<file path="config.mk">
export PLATFORM = sky130hd
export DESIGN_NAME = instr_sequencer
export DESIGN_NICKNAME = d
export VERILOG_FILES = /design/src/rtl/instr_sequencer.sv
export SDC_FILE = /design/constraint.sdc
export NUM_CORES = 1
export LEC_CHECK = 0
export CAP_MARGIN = 5
export CORE_UTILIZATION = 55
export CTS_CLUSTER_DIAMETER = 150
export CTS_CLUSTER_SIZE = 16
export DETAILED_ROUTE_END_ITERATION = 16
export GPL_ROUTABILITY_DRIVEN = 0
export PLACE_DENSITY = 0.73
export SLEW_MARGIN = 25
export SYNTH_ARGS = -nofsm -noshare
export SYNTH_HDL_FRONTEND = slang
export SYNTH_SLANG_ARGS = --single-unit
</file>
<file path="constraint.sdc">
create_clock -name clk -period 5.5 [get_ports clk]
set_input_delay 1.1 -clock clk [delete_from_list [all_inputs] [get_ports clk]]
set_output_delay 1.1 -clock clk [all_outputs]
set_load 0.005 [all_outputs]
</file>
<file path="src/rtl/instr_sequencer.sv">
// Instruction player: writable DEPTH-entry program issued over valid/ready, single-step or run mode.
// Optional breakpoint/HALT support is enabled by defining INSTR_SEQ_BKPT_EN.
module instr_sequencer #(
  parameter int INSTR_W = 22,
  parameter int DEPTH   = 14,
  parameter int PTR_W   = 4
) (
  input  logic               clk,
  input  logic               rst,
  input  logic               step,
  input  logic               run,
  input  logic               loop_en,
  input  logic [PTR_W-1:0]   prog_len,
  input  logic               wr_en,
  input  logic [PTR_W-1:0]   wr_addr,
  input  logic [INSTR_W-1:0] wr_data,
`ifdef INSTR_SEQ_BKPT_EN
  input  logic [PTR_W-1:0]   bkpt_addr,
  output logic               halted,
`endif
  output logic [INSTR_W-1:0] instr_out,
  output logic               instr_valid,
  input  logic               instr_ready,
  output logic [PTR_W-1:0]   ptr,
  output logic               done
);

  localparam logic [PTR_W:0] DEPTH_L = (PTR_W+1)'(DEPTH);

`ifdef INSTR_SEQ_BKPT_EN
  typedef enum logic [1:0] {IDLE = 2'd0, ISSUE = 2'd1, DONE_ST = 2'd2, HALT = 2'd3} state_t;
`else
  typedef enum logic [1:0] {IDLE = 2'd0, ISSUE = 2'd1, DONE_ST = 2'd2} state_t;
`endif

  state_t             state_r;
  logic [INSTR_W-1:0] mem_r [DEPTH];
  logic               step_meta_r, step_sync_r, step_prev_r;
  logic               step_pulse_s;
  logic [PTR_W:0]     len_s;
  logic               last_s;
  logic [PTR_W-1:0]   next_ptr_s;
  logic               wr_ok_s;

  // step synchroniser and rising-edge detector
  always_ff @(posedge clk or posedge rst) begin
    if (rst) begin
      step_meta_r <= 1'b0;
      step_sync_r <= 1'b0;
      step_prev_r <= 1'b0;
    end else begin
      step_meta_r <= step;
      step_sync_r <= step_meta_r;
      step_prev_r <= step_sync_r;
    end
  end

  assign step_pulse_s = step_sync_r & ~step_prev_r;

  // effective program length; ptr at or past len-1 counts as the last entry
  always_comb begin
    len_s = DEPTH_L;
    if (prog_len == '0 || {1'b0, prog_len} > DEPTH_L) begin
      len_s = DEPTH_L;
    end else begin
      len_s = {1'b0, prog_len};
    end
  end

  assign last_s     = ({1'b0, ptr} + (PTR_W+1)'(1)) >= len_s;
  assign next_ptr_s = last_s ? '0 : ptr + PTR_W'(1);
  assign wr_ok_s    = (state_r == IDLE) && wr_en && ({1'b0, wr_addr} < DEPTH_L);

  // program memory write port (not reset)
  always_ff @(posedge clk) begin
    if (wr_ok_s) begin
      mem_r[wr_addr] <= wr_data;
    end
  end

  // sequencer FSM with registered outputs
  always_ff @(posedge clk or posedge rst) begin
    if (rst) begin
      state_r     <= IDLE;
      ptr         <= '0;
      instr_out   <= '0;
      instr_valid <= 1'b0;
      done        <= 1'b0;
`ifdef INSTR_SEQ_BKPT_EN
      halted      <= 1'b0;
`endif
    end else begin
      case (state_r)
        IDLE: begin
          if (run) begin
`ifdef INSTR_SEQ_BKPT_EN
            if (ptr == bkpt_addr) begin
              state_r <= HALT;
              halted  <= 1'b1;
            end else begin
              state_r     <= ISSUE;
              instr_out   <= mem_r[ptr];
              instr_valid <= 1'b1;
            end
`else
            state_r     <= ISSUE;
            instr_out   <= mem_r[ptr];
            instr_valid <= 1'b1;
`endif
          end else if (step_pulse_s) begin
            state_r     <= ISSUE;
            instr_out   <= mem_r[ptr];
            instr_valid <= 1'b1;
          end
        end
        ISSUE: begin
          if (instr_ready) begin
            ptr <= next_ptr_s;
            if (!run) begin
              state_r     <= IDLE;
              instr_valid <= 1'b0;
            end else if (last_s && !loop_en) begin
              state_r     <= DONE_ST;
              instr_valid <= 1'b0;
              done        <= 1'b1;
            end
`ifdef INSTR_SEQ_BKPT_EN
            else if (next_ptr_s == bkpt_addr) begin
              state_r     <= HALT;
              instr_valid <= 1'b0;
              halted      <= 1'b1;
            end
`endif
            else begin
              instr_out <= mem_r[next_ptr_s];
            end
          end
        end
        DONE_ST: begin
          if (!run) begin
            state_r <= IDLE;
            done    <= 1'b0;
          end
        end
`ifdef INSTR_SEQ_BKPT_EN
        HALT: begin
          if (!run) begin
            state_r <= IDLE;
            halted  <= 1'b0;
          end else if (step_pulse_s) begin
            state_r     <= ISSUE;
            instr_out   <= mem_r[ptr];
            instr_valid <= 1'b1;
            halted      <= 1'b0;
          end
        end
`endif
        default: begin
          state_r     <= IDLE;
          instr_valid <= 1'b0;
          done        <= 1'b0;
        end
      endcase
    end
  end

endmodule
</file>
Word-level counts from Yosys, hierarchy flattened
Memory sizes are Yosys's and may differ from the RTL's.
Index checks and enable logic that the tools add are counted.
{ "totals": {"ram_bits": 308, "regBits": 33, "wordCells": 68, "memories": 1} }
{ "classes": {"n_bitwise": 4, "eq_ne": 9, "reduce_logical": 13, "order_cmp": 3, "n_mux": 28, "add_sub_neg": 2} }
{ "memory_table": {"columns": ["memory", "words", "width", "rd", "rd_ports_with_merged_regs", "wr", "line", "rtl"], "rows": [
  ["mem_r", 14, 22, 2, 0, 1, "37", "logic [INSTR_W-1:0] mem_r [DEPTH];"]
]} }
{ "ops": {"columns": ["cell", "count"], "rows": [
  ["22-bit two-way mux", 5],
  ["22-bit case mux with 2 select lines", 1],
  ["2-bit two-way mux", 6],
  ["1-bit two-way mux", 11],
  ["2-bit != test, second input constant", 5],
  ["5-bit AND reduction", 2],
  ["4-bit two-way mux", 2],
  ["4-bit AND reduction", 2],
  ["3-bit != test, second input constant", 2],
  ["1-bit case mux with 3 select lines", 2],
  ["2-bit case mux with 3 select lines", 1],
  ["4-bit by 1-bit adder with 5-bit output, second input constant", 1],
  ["5-bit greater-or-equal comparator", 1],
  ["4-bit by 1-bit adder with 4-bit output, second input constant", 1],
  ["4-bit > comparator, second input constant", 1],
  ["4-bit zero test", 1],
  ["4-bit < comparator, second input constant", 1],
  ["1-bit logical AND", 3],
  ["1-bit NOT", 3],
  ["2-bit by 1-bit equality test with 1-bit output, second input constant", 1],
  ["2-bit equality test, second input constant", 1],
  ["2-bit zero test", 1],
  ["2-bit AND reduction", 1],
  ["2-bit nonzero test", 1],
  ["3 further kinds", 3]
]} }

Longest topological paths before layout
An unclocked memory read counts as a cell.
{ "logic_depth": {"ltp_word": 10, "depth_mapped": 17, "mapped_depth_nobuf": 11} }

Least setup slack after synthesis
OpenSTA, ideal clock, no wires.
{ "synth_timing": {"path_kind": "input-to-reg", "from": "input port wr_addr[2]", "to": "memory mem_r[0][0], enable pin", "cell_stages": 2, "setup_time_ns": 0.429, "slack_ns": 2.002, "arrival_ns": 3.069, "path_buffers": 0, "cell_sequence": "or3_1 -> nor3_1"} }
{ "synth_via": {"elab_chain_cells": 4} }
{ "synth_rtl": {"columns": ["item", "line", "rtl"], "rows": [
  ["from (decl)", "15", "input logic [PTR_W-1:0] wr_addr,"],
  ["4-bit < comparator", "72", "assign wr_ok_s = (state_r == IDLE) && wr_en && ({1'b0, wr_addr} < DEPTH_L);"],
  ["1-bit logical AND", "72", null],
  ["1-bit two-way mux", "76", "if (wr_ok_s) begin"],
  ["1-bit two-way mux (not written as such)", "77", "mem_r[wr_addr] <= wr_data;"],
  ["to (decl)", "37", null]
]} }
Several ways; a longest one is shown, not always the timed one.

Final worst setup path
{ "layout_timing": {"from": "register ptr[0]", "to": "register instr_out[2]"} }
{ "layout_via": {"elab_chain_cells": 8, "word_cells_on_any_way": 14, "cone_classes": "add/sub (2); order compare (1); eq/ne (1); mux (7); reduce/logical (2); memory (1)"} }
{ "layout_rtl": {"columns": ["item", "line", "rtl"], "rows": [
  ["from (decl)", "24", "output logic [PTR_W-1:0] ptr,"],
  ["from (signal assigned)", "118", "ptr <= next_ptr_s;"],
  ["4-bit by 1-bit adder with 5-bit output", "70", "assign last_s = ({1'b0, ptr} + (PTR_W+1)'(1)) >= len_s;"],
  ["5-bit greater-or-equal comparator", "70", null],
  ["4-bit two-way mux", "71", "assign next_ptr_s = last_s ? '0 : ptr + PTR_W'(1);"],
  ["memory read 14 x 22 bit", null, null],
  ["22-bit two-way mux", "122", "end else if (last_s && !loop_en) begin"],
  ["22-bit two-way mux", "119", "if (!run) begin"],
  ["22-bit two-way mux", "117", "if (instr_ready) begin"],
  ["22-bit case mux with 2 select lines", "93", "case (state_r)"],
  ["to (signal assigned)", "107", "instr_out <= mem_r[ptr];"],
  ["to (signal assigned)", "112", "instr_out <= mem_r[ptr];"],
  ["to (signal assigned)", "135", "instr_out <= mem_r[next_ptr_s];"],
  ["to (decl)", "21", "output logic [INSTR_W-1:0] instr_out,"]
]} }
Several ways; a longest one is shown, not always the timed one. The select of a mux whose other input is x is not followed.
A chain may end at the register's enable or synchronous reset.

==> impl_results.md <==
* Outcome: completed
* Post-synthesis cell count at 1089
* Top post-synthesis cells by count: edfxtp_1 (308), nand2_1 (99), mux4_2 (84), mux2i_1 (81), a21oi_1 (52)
* H-Tree Depth at 1
* Slew Limit Fails at 0
* Register area at 10100 um2
* Post-Layout Inst Area at 18300 um2
* Worst hold slack at 0.369 ns
* Cts-stage hold buffer count at 0
* Via count at 10854
* Fraction of layout cells with a size suffix above 1 at 20.0%
* Vias in the first global route at 10643
* Most frequent cell after synthesis: edfxtp_1
* Leak at 0.00596 uW
* Post-CTS Resized at 0
* CTS Buf Count at 25
* Iteration-0 DRC Markers at 1482
* DRC Markers at 0
* Required time worst endpoint at 5.98 ns
* Critical Path Sink Type: flop
* Setup CP Type: flop to flop
* Nets at 1193
* Diode count at 0
* Dpl cell area at 17600 um2
* First-pass GRT wire length at 68300 um
* Switching Power at 3880 uW
* TritonCTS clock tree: built
* Starting Density at 56.5%
* DR vias/cell at 6.99
* Overall Global Routing Usage at 30.7%
* Core Region at 29000 um2
* Clock slew at reported path FFs at 0.08 ns
* Library cells used by synthesis at 64
* Final setup vio count at 0
* Setup Skew at 0.0115 ns
* Die Width at 175 um
* Fmax at 0.227 GHz
* Placement Rows at 62
* Hold Fails Final Rpt at 0
* RSZ-0062 raised after global routing: false
* Post-synth net total at 1131
* Post-synth EDFFs at 308
* Clock power share at 18.2%
* Clock latency on the worst-skew pair at 0.56 ns
* Hold Path Class: flop to flop
* Setup WS pre-CTS at 1.08 ns
* Worst-Margin Slew at 1.07 ns
* DP Wirelength at 26400 um
* CP Data Arrival Time at 4.89 ns
* PnR worst setup slack at 1.09 ns
* Area taken by multi-input logic gates at 5950 um2
* Synthesized area per cell at 15.0 um2
* TritonCTS Sinks at 341
* WL final at 45900 um
* Cell Area, Synth at 16400 um2
* # IOs at 65
* Crit path time final at 4.41 ns
* P&R area growth vs syn at 11.9%
* Peak supply drop at 0.539 mV
* Seq pwr share at 31.8%
* Top FF cell, synth: edfxtp_1
* P_int at 5810 uW
* Clock Path Buffers at 3
* Final period util at 80.2%
* Gate power share at 50.0%
* Slew HR at 28.8%
* PD cells at 529 nW/um2
* Yosys reg bits at 341
* Worst Setup Start Kind: flop
* Post-route ant nets at 0
* Maxcap violations at 0
* Ys Warns at 0
* Dpl cells at 1508
* Die Footprint at 30500 um2
* Die height at 175 um
* Initial antenna violation count at 0
* Grt ovf at 0
* Ys async rst share at 9.68%
* Largest net degree at the start of global routing at 172
* CP Max Fanout at 19
* Area leader, netlist: edfxtp_1
* DRT Pass-1 Iters at 6
* Port buffer count at 64
* Synth top area cells: edfxtp_1 (56%), mux4_2 (12%), dfrtp_1 (5.0%)
* Switching share of power at 40.0%
* Share of the synthesized area in the top cell type at 56.4%
* Fillcell total at 2086
* Setup tns final at 0 ns
* Clock root cell: clkbuf_16
* Post-CTS Setup Inserts at 0
* Register area share after synthesis at 61.5%
* WL per Instance at 29.6 um
* Non-Filler Instances at 1552
[final timing paths]
kind	startpoint	to	slack (ns)	cells past startpoint
setup / recovery	ptr[0]	instr_out[2]	1.09	11
hold / removal	step_meta_r	step_sync_r	0.37	0
setup reg to reg	ptr[0]	instr_out[2]	1.09	11
hold reg to reg	step_meta_r	step_sync_r	0.37	0
max in group asynchronous	rst	ptr[0]	3.69	2
min in group asynchronous	rst	ptr[1]	1.09	2
[stage by stage]
stage	util, %	total power, uW
after floorplan	-	6330
after global placement	60.5	7810
after detailed placement	60.7	7860
after CTS	63.2	9610
after global routing	63.2	10100
final	63.2	9690
[layout make-up]
class | count | area share [%]
Timing Repair Buffer | 111 | 5.80
Tap cell | 384 | 2.62
Inverter | 10 | 0.205
Multi-Input combinational cell | 662 | 32.4
Clock buffer | 42 | 3.76
Sequential cell | 341 | 55.0
Clock inverter | 2 | 0.198
[per-layer routing]
metal | part of all wire (%) | GRT usage [%] | vias to the layer above
li1 | - | - | 4517
met1 | 39 | 43.2 | 5463
met2 | 47 | 49.1 | 721
met3 | 9.9 | 4.63 | 153
met4 | 4.2 | 11.4 | 0
met5 | 0 | 0 | -
[placed cells by master (no fill, tap or decap), types with 25 or more instances in the layout]
master and count:
edfxtp_1 308, nand2_1 99, mux4_2 84, mux2i_1 81, clkdlybuf4s50_1 64, a21oi_1 52, buf_4 42, mux2_2 35
o21ai_0 33, dfrtp_1 30, nand3_1 28, nor2_1 25, clkbuf_16 25
[power groups by stage]
stage	clock [uW]	combinational, uW	sequential, uW
after floorplan	0	3230	3100
after global placement	0	4670	3130
after detailed placement	0	4730	3140
after CTS	1770	4760	3080
after global routing	1860	5120	3090
final	1760	4850	3080
[registers in the layout (all words and copies together) (netlist names)]
name / count
instr_out: 22
ptr: 4
instr_valid: 1
step_meta_r: 1
step_sync_r: 1
mem_r: 308
done: 1
step_prev_r: 1
state_r: 2
[logic make-up (layout without fill, tap and decap cells)]
group / after synthesis / in the layout / share of synthesized area [%]
buffers and inverters: 86 / 165 / 2.86
muxes: 200 / 200 / 18.9
AOI/OAI and AO/OA: 237 / 237 / 10.2
adders and majority gates: 5 / 5 / 0.382
DFF: 341 / 341 / 61.5
and+or+nand+nor: 218 / 218 / 5.99
xor gates and xnor gates: 2 / 2 / 0.153
[worst max-delay path, cell delays in order, from the launching register on]
cell and delay (ns):
dfrtp_4 0.49, nand3_1 0.13, xor2_2 0.60, inv_1 0.44
ha_1 0.72, inv_1 0.27, o21ai_4 0.56, buf_12 0.27
mux2i_1 0.09, a2111oi_1 0.44, a21oi_1 0.12, a31oi_1 0.19
No activity file was read; power rests on OpenSTA's default activity.
